[src/rtl/buf_addr_mgmt.sv]
`timescale 1ns/1ps
// Buffer address manager for the packet cache: grants buffer base addresses to
// ingress, queues finished packets in arrival order and recycles buffers after readout.
//
// state  | meaning
// W_IDLE | no buffer held by ingress; grant on request when a buffer is free
// W_BUSY | ingress is filling the granted buffer; tail word queues it for read
// R_IDLE | waiting for a queued packet and in_ebm_ready
// R_WAIT | read of the issued buffer in progress; tail-out releases it
// R_GAP  | two idle cycles so the RAM read side can settle
module buf_addr_mgmt #(
    parameter int BUF_NUM   = 16,
    parameter int BUF_SHIFT = 7,
    parameter int ADDR_W    = 11
) (
    input  logic                      clk,
    input  logic                      rst_n,
    input  logic                      in_pkt_req,
    input  logic [133:0]              in_data_ctrl_data,
    input  logic                      in_data_ctrl_data_wr,
    input  logic                      in_ebm_ready,
    input  logic                      out_data_cache_valid_wr,
    output logic [ADDR_W-1:0]         addr2data_waddr,
    output logic                      addr2data_waddr_wr,
    output logic [ADDR_W-1:0]         addr2data_raddr,
    output logic                      addr2data_raddr_wr,
    output logic [$clog2(BUF_NUM):0]  out_free_cnt,
    output logic [$clog2(BUF_NUM):0]  out_txq_cnt,
    output logic                      out_wr_err
);

    localparam int ID_W  = $clog2(BUF_NUM);
    localparam int CNT_W = ID_W + 1;
    localparam int WC_W  = BUF_SHIFT + 1;
    localparam logic [WC_W-1:0]  WC_MAX   = WC_W'(2 ** BUF_SHIFT);
    localparam logic [CNT_W-1:0] CNT_FULL = CNT_W'(BUF_NUM);
    localparam logic [1:0]       GAP_LOAD = 2'd1;

    typedef enum logic {W_IDLE, W_BUSY} w_state_t;
    typedef enum logic [1:0] {R_IDLE, R_WAIT, R_GAP} r_state_t;

    w_state_t w_state, w_state_nxt;
    r_state_t r_state, r_state_nxt;

    logic [ID_W-1:0]  free_mem [BUF_NUM];
    logic [ID_W-1:0]  txq_mem  [BUF_NUM];
    logic [ID_W-1:0]  free_rd_ptr, free_wr_ptr, txq_rd_ptr, txq_wr_ptr;
    logic [CNT_W-1:0] free_cnt, txq_cnt;
    logic [ID_W-1:0]  cur_wid, cur_rid;
    logic [WC_W-1:0]  word_cnt;
    logic [1:0]       gap_cnt;

    logic tail_word, grant, wr_done, rd_start, rel_buf, err_nxt;
    logic unused_data;

    assign unused_data = ^in_data_ctrl_data[131:0];
    assign tail_word   = in_data_ctrl_data_wr && (in_data_ctrl_data[133:132] == 2'b10);

    function automatic logic [ADDR_W-1:0] base_addr(input logic [ID_W-1:0] id);
        return ADDR_W'(id) << BUF_SHIFT;
    endfunction

    always_ff @(posedge clk or negedge rst_n) begin
        if (!rst_n) begin
            w_state <= W_IDLE;
            r_state <= R_IDLE;
        end else begin
            w_state <= w_state_nxt;
            r_state <= r_state_nxt;
        end
    end

    always_comb begin
        w_state_nxt = w_state;
        case (w_state)
            W_IDLE: if (in_pkt_req && free_cnt != '0) w_state_nxt = W_BUSY;
            W_BUSY: if (tail_word) w_state_nxt = W_IDLE;
            default: w_state_nxt = W_IDLE;
        endcase
        r_state_nxt = r_state;
        case (r_state)
            R_IDLE: if (in_ebm_ready && txq_cnt != '0) r_state_nxt = R_WAIT;
            R_WAIT: if (out_data_cache_valid_wr) r_state_nxt = R_GAP;
            R_GAP:  if (gap_cnt == '0) r_state_nxt = R_IDLE;
            default: r_state_nxt = R_IDLE;
        endcase
    end

    always_comb begin
        grant    = (w_state == W_IDLE) && in_pkt_req && (free_cnt != '0);
        wr_done  = (w_state == W_BUSY) && tail_word;
        rd_start = (r_state == R_IDLE) && in_ebm_ready && (txq_cnt != '0);
        rel_buf  = (r_state == R_WAIT) && out_data_cache_valid_wr;
        // A word arriving in the same edge as the grant is dropped silently.
        err_nxt  = ((w_state == W_IDLE) && in_data_ctrl_data_wr && !grant) ||
                   ((w_state == W_BUSY) && in_data_ctrl_data_wr && (word_cnt == WC_MAX));
    end

    always_ff @(posedge clk or negedge rst_n) begin
        if (!rst_n) begin
            for (int i = 0; i < BUF_NUM; i++) free_mem[i] <= ID_W'(i);
            free_rd_ptr        <= '0;
            free_wr_ptr        <= '0;
            free_cnt           <= CNT_FULL;
            txq_rd_ptr         <= '0;
            txq_wr_ptr         <= '0;
            txq_cnt            <= '0;
            cur_wid            <= '0;
            cur_rid            <= '0;
            word_cnt           <= '0;
            gap_cnt            <= '0;
            addr2data_waddr    <= '0;
            addr2data_waddr_wr <= 1'b0;
            addr2data_raddr    <= '0;
            addr2data_raddr_wr <= 1'b0;
            out_wr_err         <= 1'b0;
        end else begin
            addr2data_waddr_wr <= grant;
            addr2data_raddr_wr <= rd_start;
            out_wr_err         <= err_nxt;

            if (grant) begin
                addr2data_waddr <= base_addr(free_mem[free_rd_ptr]);
                cur_wid         <= free_mem[free_rd_ptr];
                free_rd_ptr     <= free_rd_ptr + ID_W'(1);
                word_cnt        <= '0;
            end else if (w_state == W_BUSY && in_data_ctrl_data_wr && word_cnt <= WC_MAX) begin
                // Saturates one past the buffer size so an overrun flags only once.
                word_cnt <= word_cnt + WC_W'(1);
            end

            if (rel_buf) begin
                free_mem[free_wr_ptr] <= cur_rid;
                free_wr_ptr           <= free_wr_ptr + ID_W'(1);
            end

            case ({rel_buf, grant})
                2'b10:   free_cnt <= free_cnt + CNT_W'(1);
                2'b01:   free_cnt <= free_cnt - CNT_W'(1);
                default: free_cnt <= free_cnt;
            endcase

            if (wr_done) txq_wr_ptr <= txq_wr_ptr + ID_W'(1);

            if (rd_start) begin
                addr2data_raddr <= base_addr(txq_mem[txq_rd_ptr]);
                cur_rid         <= txq_mem[txq_rd_ptr];
                txq_rd_ptr      <= txq_rd_ptr + ID_W'(1);
            end

            case ({wr_done, rd_start})
                2'b10:   txq_cnt <= txq_cnt + CNT_W'(1);
                2'b01:   txq_cnt <= txq_cnt - CNT_W'(1);
                default: txq_cnt <= txq_cnt;
            endcase

            if (rel_buf)
                gap_cnt <= GAP_LOAD;
            else if (r_state == R_GAP && gap_cnt != '0)
                gap_cnt <= gap_cnt - 2'd1;
        end
    end

    always_ff @(posedge clk) begin
        if (wr_done) txq_mem[txq_wr_ptr] <= cur_wid;
    end

    assign out_free_cnt = free_cnt;
    assign out_txq_cnt  = txq_cnt;

endmodule

[config.mk]
export PLATFORM = sky130hd
export DESIGN_NAME = buf_addr_mgmt
export DESIGN_NICKNAME = d
export VERILOG_FILES = /design/src/rtl/buf_addr_mgmt.sv
export SDC_FILE = /design/constraint.sdc
export NUM_CORES = 1
export LEC_CHECK = 0
export ABC_AREA = 1
export BUFFER_PORTS_ARGS = -buffer_cell sky130_fd_sc_hd__buf_4
export CORE_AREA = 2 2 175 177
export DETAILED_ROUTE_END_ITERATION = 8
export DIE_AREA = 0 0 177 179
export PLACE_DENSITY = 0.56
export RECOVER_POWER = 50
export SYNTH_ARGS = -nofsm -noshare
export SYNTH_HDL_FRONTEND = slang
export SYNTH_SLANG_ARGS = --single-unit
[constraint.sdc]
create_clock -name clk -period 2.35 [get_ports clk]
set_input_delay 0.47 -clock clk [delete_from_list [all_inputs] [get_ports clk]]
set_output_delay 0.47 -clock clk [all_outputs]
set_load 0.03 [all_outputs]
==> results of run 1 <==
## per-layer routing
layer,wire (um),vias to the layer above,track usage,part of all wire
met5,0,-,0,0
met4,418,0,0.0489,0.022
met3,627,29,0.0218,0.033
met2,8530,122,0.206,0.45
met1,9380,2978,0.174,0.50
li1,-,3267,-,-
## stage by stage
stage               instances   util  worst slack (ps)  power (W)  hold slack (ps)
floorplan                1034      -              12.3    0.00872              174
global placement         1440  0.315               170     0.0103              451
detailed placement       1440  0.315               157     0.0104              447
CTS                      1473  0.334               164     0.0132              234
global route             1473  0.333              41.7     0.0141              266
finish                   1473  0.333               254     0.0130              240
## registers in the layout (all words and copies together) (netlist names), 5 cells and up
signal / count
free_mem: 64
word_cnt: 8
txq_mem: 64
out_free_cnt: 5
out_txq_cnt: 5
## worst max-delay path by stage
stage | from | endpoint | cells after the start
floorplan | out_free_cnt[4]$_DFFE_PN1P_ | out_free_cnt[4]$_DFFE_PN1P_ | 15
global placement | in_ebm_ready | out_txq_cnt[4]$_DFFE_PN0P_ | 14
detailed placement | in_ebm_ready | out_txq_cnt[4]$_DFFE_PN0P_ | 14
CTS | out_free_cnt[4]$_DFFE_PN1P_ | out_free_cnt[4]$_DFFE_PN1P_ | 14
global route | out_free_cnt[4]$_DFFE_PN1P_ | out_free_cnt[4]$_DFFE_PN1P_ | 14
finish | out_free_cnt[4]$_DFFE_PN1P_ | out_free_cnt[4]$_DFFE_PN1P_ | 14
## power by group
| group | internal [W] | total, W | switching, W |
|---|---|---|---|
| logic | 0.00171 | 0.00531 | 0.00360 |
| clock network | 0.00152 | 0.00273 | 0.00121 |
| registers | 0.00440 | 0.00496 | 0.000563 |
| total | 0.00763 | 0.0130 | 0.00537 |
## cell usage in the layout, fill, tap and decap left out, types with 2 or more instances in the layout
cell,n
o22ai_1,2
conb_1,14
nor2_4,10
dfstp_2,33
nand2_1,330
inv_4,2
nor3_1,3
clkbuf_1,8
a21boi_0,2
nand3_1,126
clkinv_2,3
o21ai_1,2
ha_1,19
edfxtp_1,64
a21oi_1,3
nor2_1,34
o21ai_0,76
nor2_2,2
inv_1,152
clkinv_1,5
xor2_1,19
xnor2_1,3
nand4_1,3
dfrtp_1,81
inv_6,3
clkbuf_16,18
nand2_2,2
buf_4,44
## repair_timing
| item | 4_1_cts | 5_1_grt |
|---|---|---|
| endpoints found under the setup margin | 0 | 1 |
| setup buffers | 0 | 0 |
| endpoints found under the hold margin | 1 | 0 |
| resized for setup | 0 | 2 |
| hold buffers | 1 | 0 |
## final cells by class
cell class | instances | area (um2) | share of cell area
Timing Repair Buffer | 54 | 379 | 0.0379
Clock buffer | 19 | 454 | 0.0454
Sequential cell | 178 | 4820 | 0.482
Clock inverter | 13 | 108 | 0.0108
Inverter | 155 | 582 | 0.0582
Tap cell | 396 | 495 | 0.0495
Multi-Input combinational cell | 658 | 3170 | 0.317
## cells by family (layout without fill, tap and decap cells)
family / after synthesis / after routing
simple gates: 515 / 515
buf+inv: 198 / 241
flops: 178 / 178
compound gates: 86 / 86
xor+xnor: 23 / 23
fa+ha+maj: 20 / 20
other cells: 1 / 14
## critical path, stage by stage, from the launching register on
cell and delay (ps):
dfstp_2 560, nor2_1 60, nand3_1 80, nand3_1 90, inv_1 90, ha_2 260, xor2_2 170, ha_1 160
inv_1 40, nand2_1 90, nand3_1 90, nand2_1 80, xor2_1 140, nand2_1 60, nand2_1 60
==> reports/qor.yml, run 1 <==
cts:
  cts_tree: "yes"
  cts_num_sinks: 178
  insertion_delay_ps: 430
  htreeDepth: 4
  clk_pin_slew_ps: 60
  cts_root_buffer: "clkbuf_16"
  clockBufferDepth: 2
  cts_made_buffers: 17
synthesis:
  synth.largest_area_cell: "dfrtp_1"
  yosysSeqAreaShare: 0.548
  synth_most_common_cell: "nand2_1"
  synthMuxAreaShare: 0
  synthCells: 1021
  async_flop_share: 0.640
  ys_ff_latch: 178
  synth-compound-area-share: 0.0502
  yosys.area.top_type_share: 0.231
  synth.top_cells.by_area: "dfrtp_1 (23%), edfxtp_1 (22%), nand2_1 (14%), dfstp_2 (9.9%), nand3_1 (7.1%)"
  synth_cell_types: 33
  synthXorXnorAreaFrac: 0.0229
  synthFlopType: "dfrtp_1"
  synth.top_cells.by_count: "nand2_1 (330), inv_1 (149), nand3_1 (125)"
  synthSimpleGateAreaFrac: 0.252
  synthAdderAreaFrac: 0.0285
  synth_edf_count: 64
  synth.avg_cell_area_um2: 8.60
  synth_area_um2: 8780
  yosysWarnings: 0
  synth_top_family_by_area: "simple AND/OR/NAND/NOR gates"
routing:
  antenna_left: 0
  routed_wl_um: 19000
  drc: 0
  vias: 6396
  routedWlPerCell_um: 12.9
  firstDrtPassIters: 5
  drt_iter0_markers: 432
  viasPerCell: 4.34
hold_path:
  hold_class: "input pin to flip-flop"
  hold_path_depth: 2
  min_from: "out_data_cache_valid_wr"
  hold_path_end: "r_state[0]$_DFFE_PN0P_"
sta:
  slew_headroom: 0.281
  max_freq_ghz: 0.477
  clock_skew_ps: 8.83
  hold_viol: 0
  period_share: 0.892
  final-max-slew-violation-count: 0
  worst_slew_pin_slew_ps: 1080
  rsz0062_at_grt: "no"
  fin_crit_ps: 2100
  finalSetupViolCount: 0
  final.setup.tns_ps: 0
setup_path:
  cp.required_ps: 2720
  critPathLaunchType: "flip-flop"
  crit_arrival_ps: 2470
  critPathCaptureType: "flip-flop"
  worstPathMaxFanout: 5
  reg2reg_depth: 14
  r2r_start: "out_free_cnt[4]$_DFFE_PN1P_"
  reg2reg_slack_ps: 250
  reg2reg_to: "out_free_cnt[4]$_DFFE_PN1P_"
  path_class: "flip-flop to flip-flop"
finish:
  layout-drive-gt1-share: 0.118
  syn_to_final_growth_pct: 13.9
  fill_cells: 3141
  fin_nets: 1224
  diodes: 0
  stdcell_area_um2: 10000
global_route:
  grt_usage: 0.128
  grt_overflow: 0
  grt_pass1_vias: 6232
  antenna_found_initial: 0
  grt_pass1_wl_um: 32000
  grt_max_degree: 71
placement:
  dpl_cell_area_um2: 9460
  gp_congestion: 0.813
  io_buffers: 28
  dpl.hpwl_um: 13000
power_and_ir_drop:
  power.density_nw_per_um2: 1300
  leakagePower_nw: 4.70
  peakVddDrop_uv: 646
die:
  die_area_um2: 31700
  core_area_um2: 30000
  rows: 64
  ios: 175
  initial_core_util: 0.292
  die-height_um: 179
  dieWidth_um: 177
run:
  cap_violations: 0
status:
  status: "finished clean"
Power figures use the tool's default switching activity.
==> run 2, diff against run 1 <==
--- a/config.mk
+++ b/config.mk
@@ -12,6 +12,7 @@
 export DIE_AREA = 0 0 177 179
 export PLACE_DENSITY = 0.56
 export RECOVER_POWER = 50
+export SETUP_SLACK_MARGIN = 0.4
 export SYNTH_ARGS = -nofsm -noshare
 export SYNTH_HDL_FRONTEND = slang
 export SYNTH_SLANG_ARGS = --single-unit
==> run 2 against run 1 <==
Compared with the run above:
- worst setup slack better by 110 ps
- clock skew is 0.90 ps higher
- sequential share of layout area is 1.8 points lower
- first-iteration DRC count is 21% lower
- utilization is 1.4 points higher
- sequential power hardly changed
- non-clock buffer count is 20 higher
- flip-flop and latch count stayed put
- fmax is 5.4% higher
- clock power is 19% higher
- largest cell class unchanged
==> reports/qor.yml, run 2 (same netlist as run 1, synthesis figures left out) <==
status:
  status: "finished clean"  # unchanged
placement:
  io_buffers: 28  # unchanged
  numPlacedInstances: 1441  # was 1,440
  gp_congestion: 0.836  # was 0.813
  dpl_cell_area_um2: 9540  # was 9460 um2
  dpl.hpwl_um: 13100  # was 13,000 um
finish:
  final_common_cell: "nand2_1"  # unchanged
  mostFrequentLayoutCells: "nand2_1 (326), inv_1 (146), nand3_1 (121), o21ai_0 (76), dfrtp_1 (73)"  # was nand2_1 (330), inv_1 (152), nand3_1 (126), dfrtp_1 (81), o21ai_0 (76)
  largest_registers: "free_mem: 64 flops, txq_mem: 64 flops, word_cnt: 8 flops"  # unchanged
  fin_cells: 1493  # was 1,473
  final_core_util: 0.347  # was 0.333
  multi_input_area_um2: 3290  # was 3170 um2
  diodes: 0  # unchanged
  regArea_um2: 4830  # was 4820 um2
  fin_nets: 1244  # was 1,224
  stdcell_area_um2: 10400  # was 10000 um2
  layout-drive-gt1-share: 0.168  # was 0.118
  fill_cells: 3099  # was 3,141
  syn_to_final_growth_pct: 18.6  # was 13.9%
routing:
  antenna_left: 0  # unchanged
  routedWlPerCell_um: 13.2  # was 12.9 um
  firstDrtPassIters: 4  # was 5
  routed_wl_um: 19800  # was 19,000 um
  drt_iter0_markers: 340  # was 432
  vias: 6548  # was 6,396
  drc: 0  # unchanged
  viasPerCell: 4.39  # was 4.34
setup_path:
  startpoint: "out_free_cnt[1]$_DFFE_PN0P_"  # was out_free_cnt[4]$_DFFE_PN1P_
  critPathLaunchType: "flip-flop"  # unchanged
  critPathCaptureType: "flip-flop"  # unchanged
  reg2reg_to: "word_cnt[5]$_DFFE_PN0P_"  # was out_free_cnt[4]$_DFFE_PN1P_
  reg2reg_depth: 8  # was 14
  cp.required_ps: 2720  # about the same
  worstPathMaxFanout: 13  # was 5
  r2r_start: "out_free_cnt[1]$_DFFE_PN0P_"  # was out_free_cnt[4]$_DFFE_PN1P_
  crit_arrival_ps: 2360  # was 2470 ps
  path_class: "flip-flop to flip-flop"  # unchanged
  reg2reg_slack_ps: 360  # was 250 ps
  crit_path_end: "word_cnt[5]$_DFFE_PN0P_"  # was out_free_cnt[4]$_DFFE_PN1P_
die:
  die-height_um: 179  # unchanged
  core_area_um2: 30000  # unchanged
  die_area_um2: 31700  # unchanged
  dieWidth_um: 177  # unchanged
  initial_core_util: 0.292  # unchanged
  rows: 64  # unchanged
  ios: 175  # unchanged
power_and_ir_drop:
  power.density_nw_per_um2: 1340  # was 1300 nW/um2
  peakVddDrop_uv: 958  # was 646 uV
  leakagePower_nw: 4.85  # was 4.70 nW
cts:
  cts_root_buffer: "clkbuf_16"  # unchanged
  cts_tree: "yes"  # unchanged
  cts_made_buffers: 17  # unchanged
  insertion_delay_ps: 440  # was 430 ps
  cts_num_sinks: 178  # unchanged
  clk_pin_slew_ps: 70  # was 60 ps
  clockBufferDepth: 2  # unchanged
  htreeDepth: 4  # unchanged
global_route:
  grt_pass1_vias: 6344  # was 6,232
  grt_overflow: 0  # unchanged
  grt_pass1_wl_um: 32900  # was 32,000 um
  antenna_found_initial: 0  # unchanged
  grt_usage: 0.133  # was 0.128
  grt_max_degree: 47  # was 71
sta:
  max_freq_ghz: 0.503  # was 0.477 GHz
  worst_slew_pin_slew_ps: 1150  # was 1080 ps
  rsz0062_at_grt: "yes"  # was no
  period_share: 0.846  # was 0.892
  final.setup.tns_ps: 0  # unchanged
  timing.hold.ws_ps: 230  # was 240 ps
  fin_crit_ps: 1990  # was 2100 ps
  finalSetupViolCount: 0  # unchanged
  slew_headroom: 0.236  # was 0.281
  final-max-slew-violation-count: 0  # unchanged
  clock_skew_ps: 9.73  # was 8.83 ps
  hold_viol: 0  # unchanged
run:
  cap_violations: 0  # unchanged
hold_path:
  hold_class: "input pin to flip-flop"  # unchanged
  min_from: "out_data_cache_valid_wr"  # unchanged
-- run 2: power by group --
part	leakage, nW	switching [W]	internal [W]
combinational	2.63	0.00376	0.00200
sequential	1.90	0.000575	0.00441
clock	0.322	0.00132	0.00193
-- run 2: cell type report --
| class | instances | area share |
|---|---|---|
| clock buffers | 17 | 0.0409 |
| clock inverters | 15 | 0.0236 |
| inverters | 155 | 0.0564 |
| multi-input cells | 658 | 0.316 |
| flip-flops and latches | 178 | 0.464 |
| well taps | 396 | 0.0476 |
| repair buffers | 74 | 0.0520 |
-- run 2: layer usage --
metal	vias to the layer above	wire length [um]	global-route usage
met5	-	0	0
met4	0	401	0.0492
met3	28	583	0.0248
met2	118	9160	0.215
met1	3087	9610	0.178
li1	3315	-	-
-- run 2: worst max-delay path: stages, from the launching register on --
cell,delay (ps)
dfrtp_2,450
nor2_2,130
nand3_2,80
nand3_2,100
clkbuf_1,500
nand3_1,340
inv_1,200
nand2_1,70
nand2_1,50
-- run 2: worst min path at each step --
stage | depth (start not counted) | to | slack, ps
2_1_floorplan | 0 | addr2data_raddr_wr$_DFF_PN0_ | 170
3_3_place_gp | 2 | free_mem[62]$_DFFE_PN0P_ | 470
3_5_place_dp | 2 | free_mem[52]$_DFFE_PN0P_ | 470
4_1_cts | 1 | free_mem[28]$_DFFE_PN0P_ | 60
5_1_grt | 2 | r_state[0]$_DFFE_PN0P_ | 230
6_report | 2 | r_state[0]$_DFFE_PN0P_ | 230
-- run 2: repair_timing --
| item | 4_1_cts | 5_1_grt |
|---|---|---|
| setup buffers | 1 | 19 |
| pin swaps | 0 | 13 |
| gates resized for setup | 3 | 30 |
| setup endpoints to repair | 3 | 11 |
| hold buffers | 0 | 0 |
-- run 2: stage by stage --
stage                     worst slack (ps)  power, W
after floorplan                        224   0.00877
after global placement                 206    0.0104
after detailed placement               207    0.0104
after CTS                              359    0.0138
after global routing                   135    0.0151
final                                  361    0.0140
